[src/rtl/qam_symbol_framer_pkg.sv]
// Shared types and constants for the QAM symbol framer (package qam_pkg).
package qam_pkg;

  typedef enum logic [1:0] {
    ST_IDLE,
    ST_PREAMBLE,
    ST_DATA
  } state_t;

  localparam logic [1:0] SYM_IDLE     = 2'b00;
  localparam logic [1:0] PRE_A        = 2'b11;
  localparam logic [1:0] PRE_B        = 2'b00;
  localparam int         BITS_PER_SYM = 2;

endpackage

[src/rtl/qam_symbol_framer_fifo.sv]
// Byte FIFO with first-word-fall-through read data and an occupancy count.
module qam_byte_fifo #(
  parameter int WIDTH = 8,
  parameter int DEPTH = 4
) (
  input  logic                       clk,
  input  logic                       rst,
  input  logic                       push,
  input  logic [WIDTH-1:0]           wr_data,
  input  logic                       pop,
  output logic [WIDTH-1:0]           rd_data,
  output logic [$clog2(DEPTH):0]     level
);

  localparam int AW = $clog2(DEPTH);
  localparam int LW = AW + 1;

  logic [WIDTH-1:0] mem [DEPTH];
  logic [AW-1:0]    wptr, rptr;
  logic             do_push, do_pop;

  // Guard against over/underflow even if a caller misbehaves.
  assign do_push = push && (level != LW'(DEPTH));
  assign do_pop  = pop && (level != '0);
  assign rd_data = mem[rptr];

  always_ff @(posedge clk) begin
    if (do_push) mem[wptr] <= wr_data;
  end

  always_ff @(posedge clk) begin
    if (rst) begin
      wptr  <= '0;
      rptr  <= '0;
      level <= '0;
    end else begin
      if (do_push) wptr <= wptr + 1'b1;
      if (do_pop)  rptr <= rptr + 1'b1;
      case ({do_push, do_pop})
        2'b10:   level <= level + 1'b1;
        2'b01:   level <= level - 1'b1;
        default: level <= level;
      endcase
    end
  end

endmodule

[src/rtl/qam_symbol_framer.sv]
// Slices buffered payload bytes into 2-bit QAM symbols held for SYM_CLKS clocks.
// QAM_FRAMER_PREAMBLE_EN adds an alternating 11/00 preamble ahead of each burst.
import qam_pkg::*;

module qam_symbol_framer #(
  parameter int SYM_CLKS      = 16,
  parameter int PREAMBLE_SYMS = 8,
  parameter int FIFO_DEPTH    = 4
) (
  input  logic                          clk,
  input  logic                          rst,
  input  logic [7:0]                    in_data,
  input  logic                          in_valid,
  output logic                          in_ready,
  output logic [1:0]                    sym_out,
  output logic                          sym_strobe,
  output logic                          tx_en,
  output logic                          carrier_sync,
  output logic [$clog2(FIFO_DEPTH):0]   fifo_level
);

  localparam int LW    = $clog2(FIFO_DEPTH) + 1;
  localparam int CW    = $clog2(SYM_CLKS);
  localparam int SLOTS = 8 / BITS_PER_SYM;

  if (SYM_CLKS < 2 || PREAMBLE_SYMS < 1 || FIFO_DEPTH < 2) begin : g_bad_param
    $error("qam_symbol_framer: illegal parameter value");
  end

  state_t          state;
  logic [CW-1:0]   cnt;
  logic [1:0]      sidx;
  logic [7:0]      sh;
  logic [7:0]      rd_data;
  logic            push, pop, sym_last, slot_last, have_byte;

`ifdef QAM_FRAMER_PREAMBLE_EN
  localparam int PW = $clog2(PREAMBLE_SYMS) + 1;
  logic [PW-1:0]   pre_idx;
`endif

  assign in_ready  = !rst && (fifo_level != LW'(FIFO_DEPTH));
  assign push      = in_valid && in_ready;
  assign have_byte = (fifo_level != '0);
  assign sym_last  = (cnt == CW'(SYM_CLKS - 1));
  assign slot_last = (sidx == 2'(SLOTS - 1));

  qam_byte_fifo #(.WIDTH(8), .DEPTH(FIFO_DEPTH)) u_fifo (
    .clk     (clk),
    .rst     (rst),
    .push    (push),
    .wr_data (in_data),
    .pop     (pop),
    .rd_data (rd_data),
    .level   (fifo_level)
  );

  // Pops only ever happen on a symbol-boundary edge (or the burst-start edge without preamble).
  always_comb begin
    pop = 1'b0;
    case (state)
`ifdef QAM_FRAMER_PREAMBLE_EN
      ST_PREAMBLE: pop = sym_last && (pre_idx == PW'(PREAMBLE_SYMS - 1));
`else
      ST_IDLE:     pop = have_byte;
`endif
      ST_DATA:     pop = sym_last && slot_last && have_byte;
      default:     pop = 1'b0;
    endcase
  end

  always_ff @(posedge clk) begin
    if (rst) begin
      state        <= ST_IDLE;
      cnt          <= '0;
      sidx         <= '0;
      sh           <= '0;
      sym_out      <= SYM_IDLE;
      sym_strobe   <= 1'b0;
      tx_en        <= 1'b0;
      carrier_sync <= 1'b0;
`ifdef QAM_FRAMER_PREAMBLE_EN
      pre_idx      <= '0;
`endif
    end else begin
      carrier_sync <= 1'b0;
      sym_strobe   <= 1'b0;
      if (state != ST_IDLE) begin
        cnt        <= sym_last ? '0 : cnt + 1'b1;
        sym_strobe <= sym_last;
      end
      case (state)
        ST_IDLE: begin
          cnt <= '0;
          if (have_byte) begin
            carrier_sync <= 1'b1;
            sym_strobe   <= 1'b1;
            tx_en        <= 1'b1;
`ifdef QAM_FRAMER_PREAMBLE_EN
            state        <= ST_PREAMBLE;
            pre_idx      <= '0;
            sym_out      <= PRE_A;
`else
            state        <= ST_DATA;
            sh           <= rd_data;
            sym_out      <= rd_data[7 -: BITS_PER_SYM];
            sidx         <= '0;
`endif
          end
        end
`ifdef QAM_FRAMER_PREAMBLE_EN
        ST_PREAMBLE: begin
          if (sym_last) begin
            if (pop) begin
              state   <= ST_DATA;
              sh      <= rd_data;
              sym_out <= rd_data[7 -: BITS_PER_SYM];
              sidx    <= '0;
            end else begin
              pre_idx <= pre_idx + 1'b1;
              sym_out <= pre_idx[0] ? PRE_A : PRE_B;
            end
          end
        end
`endif
        ST_DATA: begin
          if (sym_last) begin
            if (!slot_last) begin
              sidx    <= sidx + 1'b1;
              sh      <= sh << BITS_PER_SYM;
              sym_out <= sh[7-BITS_PER_SYM -: BITS_PER_SYM];
            end else if (pop) begin
              sh      <= rd_data;
              sym_out <= rd_data[7 -: BITS_PER_SYM];
              sidx    <= '0;
            end else begin
              state      <= ST_IDLE;
              tx_en      <= 1'b0;
              sym_out    <= SYM_IDLE;
              sym_strobe <= 1'b0;
              cnt        <= '0;
            end
          end
        end
        default: state <= ST_IDLE;
      endcase
    end
  end

endmodule

[config.mk]
export PLATFORM = sky130hd
export DESIGN_NAME = qam_symbol_framer
export DESIGN_NICKNAME = d
export VERILOG_FILES = /design/src/rtl/qam_symbol_framer_pkg.sv /design/src/rtl/qam_symbol_framer_fifo.sv /design/src/rtl/qam_symbol_framer.sv
export SDC_FILE = /design/constraint.sdc
export NUM_CORES = 1
export LEC_CHECK = 0
export ABC_AREA = 0
export BUFFER_PORTS_ARGS = -buffer_cell sky130_fd_sc_hd__buf_2
export CAP_MARGIN = 25
export CORE_ASPECT_RATIO = 0.75
export CORE_MARGIN = 1
export CORE_UTILIZATION = 40
export CTS_BUF_LIST = sky130_fd_sc_hd__clkbuf_4 sky130_fd_sc_hd__clkbuf_8
export CTS_CLUSTER_DIAMETER = 150
export DETAILED_ROUTE_END_ITERATION = 16
export SYNTH_ARGS = -nofsm -noshare
export SYNTH_HDL_FRONTEND = slang
export SYNTH_HIERARCHICAL = 1
export SYNTH_SLANG_ARGS = --single-unit
[constraint.sdc]
create_clock -name clk -period 3.53 [get_ports clk]
set_input_delay 0.353 -clock clk [delete_from_list [all_inputs] [get_ports clk]]
set_output_delay 0.353 -clock clk [all_outputs]
set_load 0.05 [all_outputs]
==> results.py, run 1 <==
metrics = {
    "final_layout": {
        "drive_gt1_share_pct": 28.30,
        "multi_input_area_um2": 930.9,
        "fillerInstances": 528,
        "finalNetCount": 226,
        "final_cells": 290,
        "regArea_mm2": 0.001481,
        "syn_to_final_growth_pct": 14.01,
        "diodes": 0,
    },
    "die": {
        "start_util_pct": 42.11,
        "io_pins": 20,
        "die-area_mm2": 0.006551,
        "die_w_um": 93.13,
        "coreArea_mm2": 0.005916,
        "die-height_um": 70.35,
        "rows": 24,
    },
    "placement": {
        "pre_cts_ws_ns": 0.8241,
        "place_congestion": 0.7261,
        "placed_cells": 274,
        "dpl.hpwl_um": 2760,
        "portBuffers": 19,
    },
    "timing": {
        "period_needed_ns": 2.725,
        "slew-limit-headroom_pct": 56.19,
        "rsz0062_at_grt": "no",
        "drv_slew": 0,
        "setup-tns-final_ns": 0,
        "worstMarginPinSlew_ns": 0.6562,
        "period_share_pct": 77.20,
        "clock-skew-final_ns": 0.007387,
        "finalHoldViolations": 0,
        "setup_viol": 0,
        "fmax_ghz": 0.3670,
        "setup_ws_ns": 0.8049,
    },
    "global_route": {
        "track_usage_pct": 14.81,
        "grt_pass1_vias": 1439,
        "grt_pass1_wl_um": 7017,
        "grt_overflow": 0,
        "antenna_found_initial": 0,
        "grt_max_degree": 26,
    },
    "synth": {
        "synth_edf_count": 32,
        "avgSynthCellArea_um2": 13.61,
        "synthesis.nets": 202,
        "yosysSeqAreaShare_pct": 59.47,
        "ys_seq_elements": 58,
        "synth_warnings": 6,
        "synth_flop_cell": "edfxtp_1",
        "synth_cell_type_count": 44,
        "synth_area_mm2": 0.002491,
        "synthCells": 183,
        "synthArstFlopShare_pct": 0,
    },
    "setup_path": {
        "crit_path_start_kind": "register",
        "critical_path_class": "register to register",
        "worstPathMaxFanout": 8,
        "crit_required_ns": 3.80,
        "cp.arrival_ns": 2.99,
        "end_kind": "register",
    },
    "routing": {
        "dr.pass1.iters": 4,
        "wl_um": 4090,
        "vias_per_cell": 4.948,
        "vias": 1435,
        "dr.first_iter.drc_count": 73,
        "avgRoutedWirePerCell_um": 14.10,
        "ant_nets": 0,
        "drc": 0,
    },
    "cts": {
        "clk_transition_reported_paths_ns": 0.07,
        "cts_tree": "built",
        "postCtsSetupBuffers": 0,
        "cts_root_buf": "clkbuf_8",
        "clk_latency_ns": 0.33,
        "cts_buffer_depth": 2,
        "cts_made_buffers": 9,
        "cts.htree.levels": 3,
        "clock_sinks": 58,
        "ctsHoldBuffers": 0,
        "cts_resized": 0,
    },
    "pwr": {
        "p_int_mw": 1.272,
        "p_seq_share_pct": 45.9,
        "clockPowerShare_pct": 31.1,
        "sw_frac_of_total_pct": 32.41,
        "p_comb_share_pct": 23.0,
        "ir_drop_v": 0.0002919,
        "switchingPower_uw": 610.2,
        "p_leak_nw": 1.008,
        "powerDensity_mw_per_mm2": 662.8,
    },
    "min_path": {
        "hold_class": "input port to register",
    },
    "run": {
        "drv_cap": 0,
    },
    "status": {
        "status": "complete, no violations",
    },
}
==> worst paths after layout <==
| kind | start | endpoint | slack [ns] | cells past startpoint |
|---|---|---|---|---|
| max | sidx[0] | u_fifo/level[2] | 0.80 | 10 |
| max reg2reg | sidx[0] | u_fifo/level[2] | 0.80 | 10 |
| min reg2reg | sidx[1] | sidx[1] | 0.47 | 2 |
| min | in_data[2] | u_fifo/mem[0][2] | 0.23 | 1 |
==> cells by family after synthesis <==
logic type | share of synthesized area [%]
flops | 59.47
compound gates | 9.543
xor+xnor | 2.060
mux | 10.65
simple gates | 10.80
fa+ha+maj | 4.319
buf+inv | 3.164
==> per-layer routing <==
| metal | vias up | wire length, um | global-route usage [%] |
|---|---|---|---|
| met3 | 6 | 213 | 7.081 |
| li1 | 728 | - | - |
| met4 | 0 | 45 | 5.641 |
| met2 | 25 | 1821 | 21.41 |
| met5 | - | 0 | 0 |
| met1 | 676 | 2009 | 19.18 |
==> cell type report <==
| class | instances | area share, % |
|---|---|---|
| Sequential cell | 58 | 52.16 |
| Tap cell | 78 | 3.436 |
| Inverter | 9 | 1.189 |
| Clock inverter | 7 | 2.467 |
| Clock buffer | 9 | 4.361 |
| Timing Repair Buffer | 20 | 3.612 |
| Multi-Input combinational cell | 109 | 32.78 |
==> synth_stat cells, types with 3 or more instances <==
master     n  area (um2)
nand2_1    6       22.52
nor3_1     3       15.01
inv_1      7       26.28
nor2_1    19       71.32
mux4_2     8       180.2
mux2i_1    7       70.07
a211oi_1   4       30.03
dfxtp_1   26       520.5
a21oi_1    9       45.04
ha_1       7       87.58
xor2_1     3       26.28
o21ai_0    5       25.02
and2_2     4       30.03
nand3_1    5       25.02
edfxtp_1  32       960.9
nand2b_1   3       18.77
==> stage by stage <==
stage | hold slack (ns) | power (mW) | util (%) | cell area (um2)
after detailed placement | 0.4629 | 1.316 | 44.73 | 2646
after CTS | 0.2126 | 1.910 | 48.01 | 2840
final | 0.2344 | 1.883 | 48.01 | 2840
after floorplan | 0.4251 | 1.236 | - | 2491
after global routing | 0.2146 | 2.001 | 48.01 | 2840
after global placement | 0.4515 | 1.315 | 44.73 | 2646
==> power groups by stage <==
stage                     registers, mW  logic [mW]  clock network [mW]
final                             0.863       0.434               0.586
after global routing              0.877       0.485               0.640
after CTS                         0.865       0.438               0.606
after detailed placement          0.880       0.437                   0
after global placement            0.878       0.437                   0
after floorplan                   0.929       0.307                   0
==> flip-flops by register name, indices dropped and copies added, names as in the netlist, named ones only <==
name          flops
u_fifo/mem       32
sh                6
cnt               4
u_fifo/level      3
sidx              2
sym_out           2
u_fifo/rptr       2
u_fifo/wptr       2
carrier_sync      1
sym_strobe        1
tx_en             1
==> placed cells by master (no fill, tap or decap), types with 2 or more instances in the layout <==
master      instances
or3_1               2
clkinvlp_4          3
a21oi_1             9
ha_1                7
a22oi_1             2
and2_2              4
nor2_1             19
inv_1               7
mux4_2              8
nand3_1             5
buf_2              19
nor3_1              3
nand2b_1            3
a31oi_1             2
nand2_1             6
edfxtp_1           32
xor2_1              3
clkbuf_8            9
a211oi_1            4
inv_2               2
o21ai_0             5
mux2i_1             7
dfxtp_1            26
==> critical path: stages, from the launching register on <==
cell and delay, ns:
dfxtp_1 0.39, ha_1 0.33, nand4_1 0.17, a21oi_1 0.32, o31a_2 0.24, ha_1 0.18
inv_1 0.06, fa_1 0.37, xor2_1 0.15, or3_1 0.31, a21oi_1 0.14
(Power assumes the default switching activity.)
==> run 2, diff against run 1 <==
clock period = 2.53 ns   (was 3.53 ns; I/O delays follow)
==> results.py, run 2 (synthesized netlist as in run 1, its figures left out) <==
metrics = {
    "setup_path": {
        "worst_path_largest_cell_delay_ns": 0.38,
        "crit_path_start_kind": "register",
        "r2r_slack_ns": 0.17,
        "reg2reg_to": "u_fifo/level[2]",
        "cp_slowest_cell": "fa_1",
        "r2r_start": "sidx[0]",
        "crit_top_cell": "ha_1",
        "worstPathMaxFanout": 4,
        "cp.arrival_ns": 2.62,
        "critical_path_class": "register to register",
        "cp_cell_sequence": "ha_1 > nand4_1 > a21oi_2 > o31a_2 > ha_1 > inv_1 > fa_1 > xor2_1 > or3_1 > a21oi_1",
        "end_kind": "register",
        "r2r_cells": 10,
        "crit_required_ns": 2.79,
    },
    "status": {
        "status": "complete, no violations",
    },
    "global_route": {
        "grt_overflow": 0,
        "met2_usage_pct": 22.06,
        "top_usage_layer": "met2",
        "grt_pass1_wl_um": 6996,
        "antenna_found_initial": 0,
        "track_usage_pct": 14.74,
        "grt.met3_usage_pct": 7.190,
        "grt_max_degree": 26,
        "grt_pass1_vias": 1437,
        "grt_use_met1_pct": 18.52,
    },
    "final_layout": {
        "reg_top3": "u_fifo/mem x32, sh x6, cnt x4",
        "finalNetCount": 231,
        "largest_reg_flops": 32,
        "syn_to_final_growth_pct": 16.17,
        "layout_commonest_cell": "edfxtp_1",
        "final_cell_mix": "32 x edfxtp_1, 20 x dfxtp_1, 19 x nor2_1, 19 x buf_2, 9 x clkbuf_8",
        "largest_register": "u_fifo/mem",
        "fin_area_mm2": 0.002894,
        "fillerInstances": 525,
        "drive_gt1_share_pct": 33.33,
        "diodes": 0,
    },
    "timing": {
        "slew-limit-headroom_pct": 67.58,
        "finalHoldViolations": 0,
        "period_needed_ns": 2.359,
        "setup_viol": 0,
        "clock-skew-final_ns": 0.008357,
        "fmax_ghz": 0.4239,
        "setup-tns-final_ns": 0,
        "period_share_pct": 93.24,
        "worstMarginPinSlew_ns": 0.4847,
        "rsz0062_at_grt": "no",
        "drv_slew": 0,
    },
    "placement": {
        "placed_area_mm2": 0.002705,
        "portBuffers": 19,
        "dpl.hpwl_um": 2913,
        "place_congestion": 0.7550,
    },
    "routing": {
        "dr.first_iter.drc_count": 54,
        "drc": 0,
        "vias": 1477,
        "wl_um": 4294,
        "avgRoutedWirePerCell_um": 14.61,
        "dr.pass1.iters": 4,
        "ant_nets": 0,
        "vias_per_cell": 5.024,
    },
    "cts": {
        "clk_transition_reported_paths_ns": 0.06,
        "cts_made_buffers": 9,
        "clock_sinks": 58,
        "cts.htree.levels": 3,
        "cts_tree": "built",
        "ctsHoldBuffers": 0,
        "cts_buffer_depth": 2,
        "clk_latency_ns": 0.33,
        "cts_root_buf": "clkbuf_8",
    },
    "pwr": {
        "p_leak_nw": 1.039,
        "powerDensity_mw_per_mm2": 914.9,
        "ir_drop_v": 0.0003256,
    },
    "die": {
        "coreArea_mm2": 0.005916,
        "die-height_um": 70.35,
        "die-area_mm2": 0.006551,
        "die_w_um": 93.13,
        "rows": 24,
        "start_util_pct": 42.11,
        "io_pins": 20,
    },
    "min_path": {
        "hold_class": "input port to register",
        "min_to": "u_fifo/mem[2][3]",
        "hp-start": "in_data[3]",
        "holdPathStages": 1,
    },
    "run": {
        "drv_cap": 0,
    },
}
[run 2: timing repair]
| action | 4_1_cts | 5_1_grt |
|---|---|---|
| buffers inserted | 0 | 0 |
| setup endpoints to repair | 0 | 1 |
| resized for setup | 0 | 3 |
[run 2: layer usage]
metal / vias to the layer above / routed length (um) / part of all wire, %
li1: 737 / - / -
met1: 707 / 2140 / 50
met2: 27 / 1894 / 44
met3: 6 / 201 / 4.7
met4: 0 / 57 / 1.3
met5: - / 0 / 0
[run 2: how the worst max path moves through the flow]
stage             from              end  slack [ns]
2_1_floorplan  sidx[0]  u_fifo/level[2]        0.06
3_3_place_gp    cnt[0]  u_fifo/level[2]        0.21
3_5_place_dp   sidx[0]  u_fifo/level[2]        0.11
4_1_cts        sidx[0]  u_fifo/level[2]        0.09
5_1_grt         cnt[0]  u_fifo/level[2]        0.01
6_report       sidx[0]  u_fifo/level[2]        0.17
[run 2: critical path, delay by kind of cell (launching register included)]
family | cells | cell delay (ns)
fa+ha+maj | 3 | 0.75
compound gates | 3 | 0.52
simple gates | 2 | 0.45
flops | 1 | 0.36
xor+xnor | 1 | 0.16
buf+inv | 1 | 0.06
[run 2: layout make-up]
class | count | area, um2 | share of cell area, %
Tap cell | 78 | 97.59 | 3.372
Inverter | 9 | 33.78 | 1.167
Clock inverter | 6 | 58.81 | 2.032
Multi-Input combinational cell | 109 | 945.9 | 32.68
Sequential cell | 58 | 1494 | 51.62
Timing Repair Buffer | 25 | 140.1 | 4.842
Clock buffer | 9 | 123.9 | 4.280
[run 2: stage by stage]
stage / total power [mW] / instances / hold slack, ns / util, % / setup slack, ns
after floorplan: 1.736 / 183 / 0.3251 / - / 0.05527
after global placement: 1.861 / 279 / 0.4499 / 45.73 / 0.2093
after detailed placement: 1.869 / 279 / 0.4575 / 45.73 / 0.1116
after CTS: 2.667 / 294 / 0.1226 / 48.82 / 0.08616
after global routing: 2.788 / 294 / 0.1195 / 48.92 / 0.01009
final: 2.648 / 294 / 0.1344 / 48.92 / 0.1711
[run 2: power breakdown]
part           total [mW]  switching (mW)  internal [mW]
registers            1.21           0.105           1.10
logic               0.643           0.395          0.247
clock network       0.799           0.357          0.441
total                2.65           0.858           1.79
==> run 3, diff against run 2 <==
clock period = 2.8 ns   (was 2.53 ns; I/O delays follow)
==> results.py, run 3 (synthesized netlist as in run 1, its figures left out) <==
metrics = {
    "status": {
        "status": "complete, no violations",
    },
    "cts": {
        "ctsHoldBuffers": 0,
        "cts.htree.levels": 3,
        "postCtsSetupBuffers": 0,
        "cts_made_buffers": 9,
        "cts_resized": 0,
        "clock_sinks": 58,
        "cts_root_buf": "clkbuf_8",
        "clk_transition_reported_paths_ns": 0.07,
        "cts_buffer_depth": 2,
        "clk_latency_ns": 0.33,
        "cts_tree": "built",
    },
    "die": {
        "rows": 24,
        "coreArea_mm2": 0.005916,
        "io_pins": 20,
        "die-area_mm2": 0.006551,
        "start_util_pct": 42.11,
        "die_w_um": 93.13,
        "die-height_um": 70.35,
    },
    "pwr": {
        "ir_drop_v": 0.0004149,
        "clockPowerShare_pct": 31.5,
        "p_comb_share_pct": 24.6,
        "power_mw": 2.425,
        "sw_frac_of_total_pct": 32.77,
        "switchingPower_uw": 794.8,
        "p_leak_nw": 1.028,
        "p_int_mw": 1.630,
        "p_seq_share_pct": 43.9,
        "powerDensity_mw_per_mm2": 842.4,
    },
    "routing": {
        "dr.first_iter.drc_count": 41,
        "dr.pass1.iters": 4,
        "ant_nets": 0,
        "wl_um": 4203,
        "avgRoutedWirePerCell_um": 14.34,
        "vias": 1459,
        "drc": 0,
        "vias_per_cell": 4.980,
    },
    "setup_path": {
        "crit_path_start_kind": "register",
        "reg2reg_to": "u_fifo/level[2]",
        "crit_required_ns": 3.06,
        "end_kind": "register",
        "r2r_cells": 10,
        "worstPathMaxFanout": 5,
        "critical_path_class": "register to register",
        "r2r_start": "cnt[0]",
        "cp.arrival_ns": 2.81,
        "r2r_slack_ns": 0.25,
    },
    "min_path": {
        "hp-start": "in_data[2]",
        "min_to": "u_fifo/mem[2][2]",
        "holdPathStages": 1,
        "hold_class": "input port to register",
    },
    "global_route": {
        "grt.met3_usage_pct": 4.575,
        "track_usage_pct": 14.52,
        "grt_pass1_wl_um": 6934,
        "top_usage_layer": "met1",
        "grt_overflow": 0,
        "grt_pass1_vias": 1336,
        "met2_usage_pct": 19.61,
        "grt_max_degree": 26,
        "antenna_found_initial": 0,
        "grt_use_met1_pct": 21.03,
    },
    "timing": {
        "setup_viol": 0,
        "clock-skew-final_ns": 0.006845,
        "period_needed_ns": 2.550,
        "worstMarginPinSlew_ns": 0.5190,
        "finalHoldViolations": 0,
        "drv_slew": 0,
        "slew-limit-headroom_pct": 65.35,
        "setup_ws_ns": 0.2503,
        "period_share_pct": 91.06,
        "fmax_ghz": 0.3922,
        "setup-tns-final_ns": 0,
        "rsz0062_at_grt": "no",
    },
    "placement": {
        "pre_cts_ws_ns": 0.2601,
        "placed_cells": 277,
        "dpl.hpwl_um": 2808,
        "portBuffers": 19,
        "place_congestion": 0.7159,
    },
    "final_layout": {
        "finalNetCount": 229,
        "syn_to_final_growth_pct": 15.57,
        "fillerInstances": 517,
        "drive_gt1_share_pct": 31.63,
        "final_cells": 293,
        "largest_reg_flops": 32,
        "final_cell_mix": "32 x edfxtp_1, 23 x dfxtp_1, 19 x nor2_1, 19 x buf_2, 9 x clkbuf_8",
        "regArea_mm2": 0.001485,
        "layout_commonest_cell": "edfxtp_1",
        "final_core_util_pct": 48.67,
        "diodes": 0,
        "multi_input_area_um2": 934.6,
        "reg_top3": "u_fifo/mem x32, sh x6, cnt x4",
        "largest_register": "u_fifo/mem",
    },
    "run": {
        "drv_cap": 0,
    },
}
## run 3: layout make-up
type | count | share of cell area [%]
sequential | 58 | 51.59
clock inverter | 7 | 2.738
inverter | 9 | 1.173
multi-input combinational | 109 | 32.46
timing repair buffer | 23 | 4.346
clock buffer | 9 | 4.302
tap | 78 | 3.390
## run 3: critical path: stages, from the launching register on
cell and delay (ns):
dfxtp_1 0.38, ha_1 0.30, nand4_1 0.15, a21oi_1 0.22
o31a_2 0.21, ha_1 0.18, inv_1 0.06, fa_1 0.38
xor2_1 0.16, or3_1 0.30, a21oi_1 0.14
## run 3: per-layer routing
| layer | part of all wire, % | vias to the layer above |
|---|---|---|
| li1 | - | 733 |
| met1 | 51 | 690 |
| met2 | 44 | 31 |
| met3 | 3.6 | 5 |
| met4 | 1.6 | 0 |
| met5 | 0 | - |
## run 3: power groups by stage
stage	sequential, mW	combinational, mW	clock, mW
floorplan	1.17	0.388	0
global placement	1.09	0.597	0
detailed placement	1.09	0.598	0
CTS	1.07	0.600	0.791
global route	1.08	0.651	0.827
finish	1.06	0.595	0.765
## run 3: worst max-delay path by stage
stage | start | end
after floorplan | u_fifo/level[1] | u_fifo/level[2]
after global placement | cnt[0] | u_fifo/level[2]
after detailed placement | cnt[0] | u_fifo/level[2]
after CTS | cnt[0] | u_fifo/level[2]
after global routing | cnt[0] | u_fifo/level[2]
final | cnt[0] | u_fifo/level[2]
## run 3: through the flow
stage               cell area (um2)  hold slack, ns
detailed placement             2676          0.4499
global placement               2676          0.4442
CTS                            2879          0.1383
global route                   2879          0.1513
finish                         2879          0.1580
floorplan                      2499          0.3521
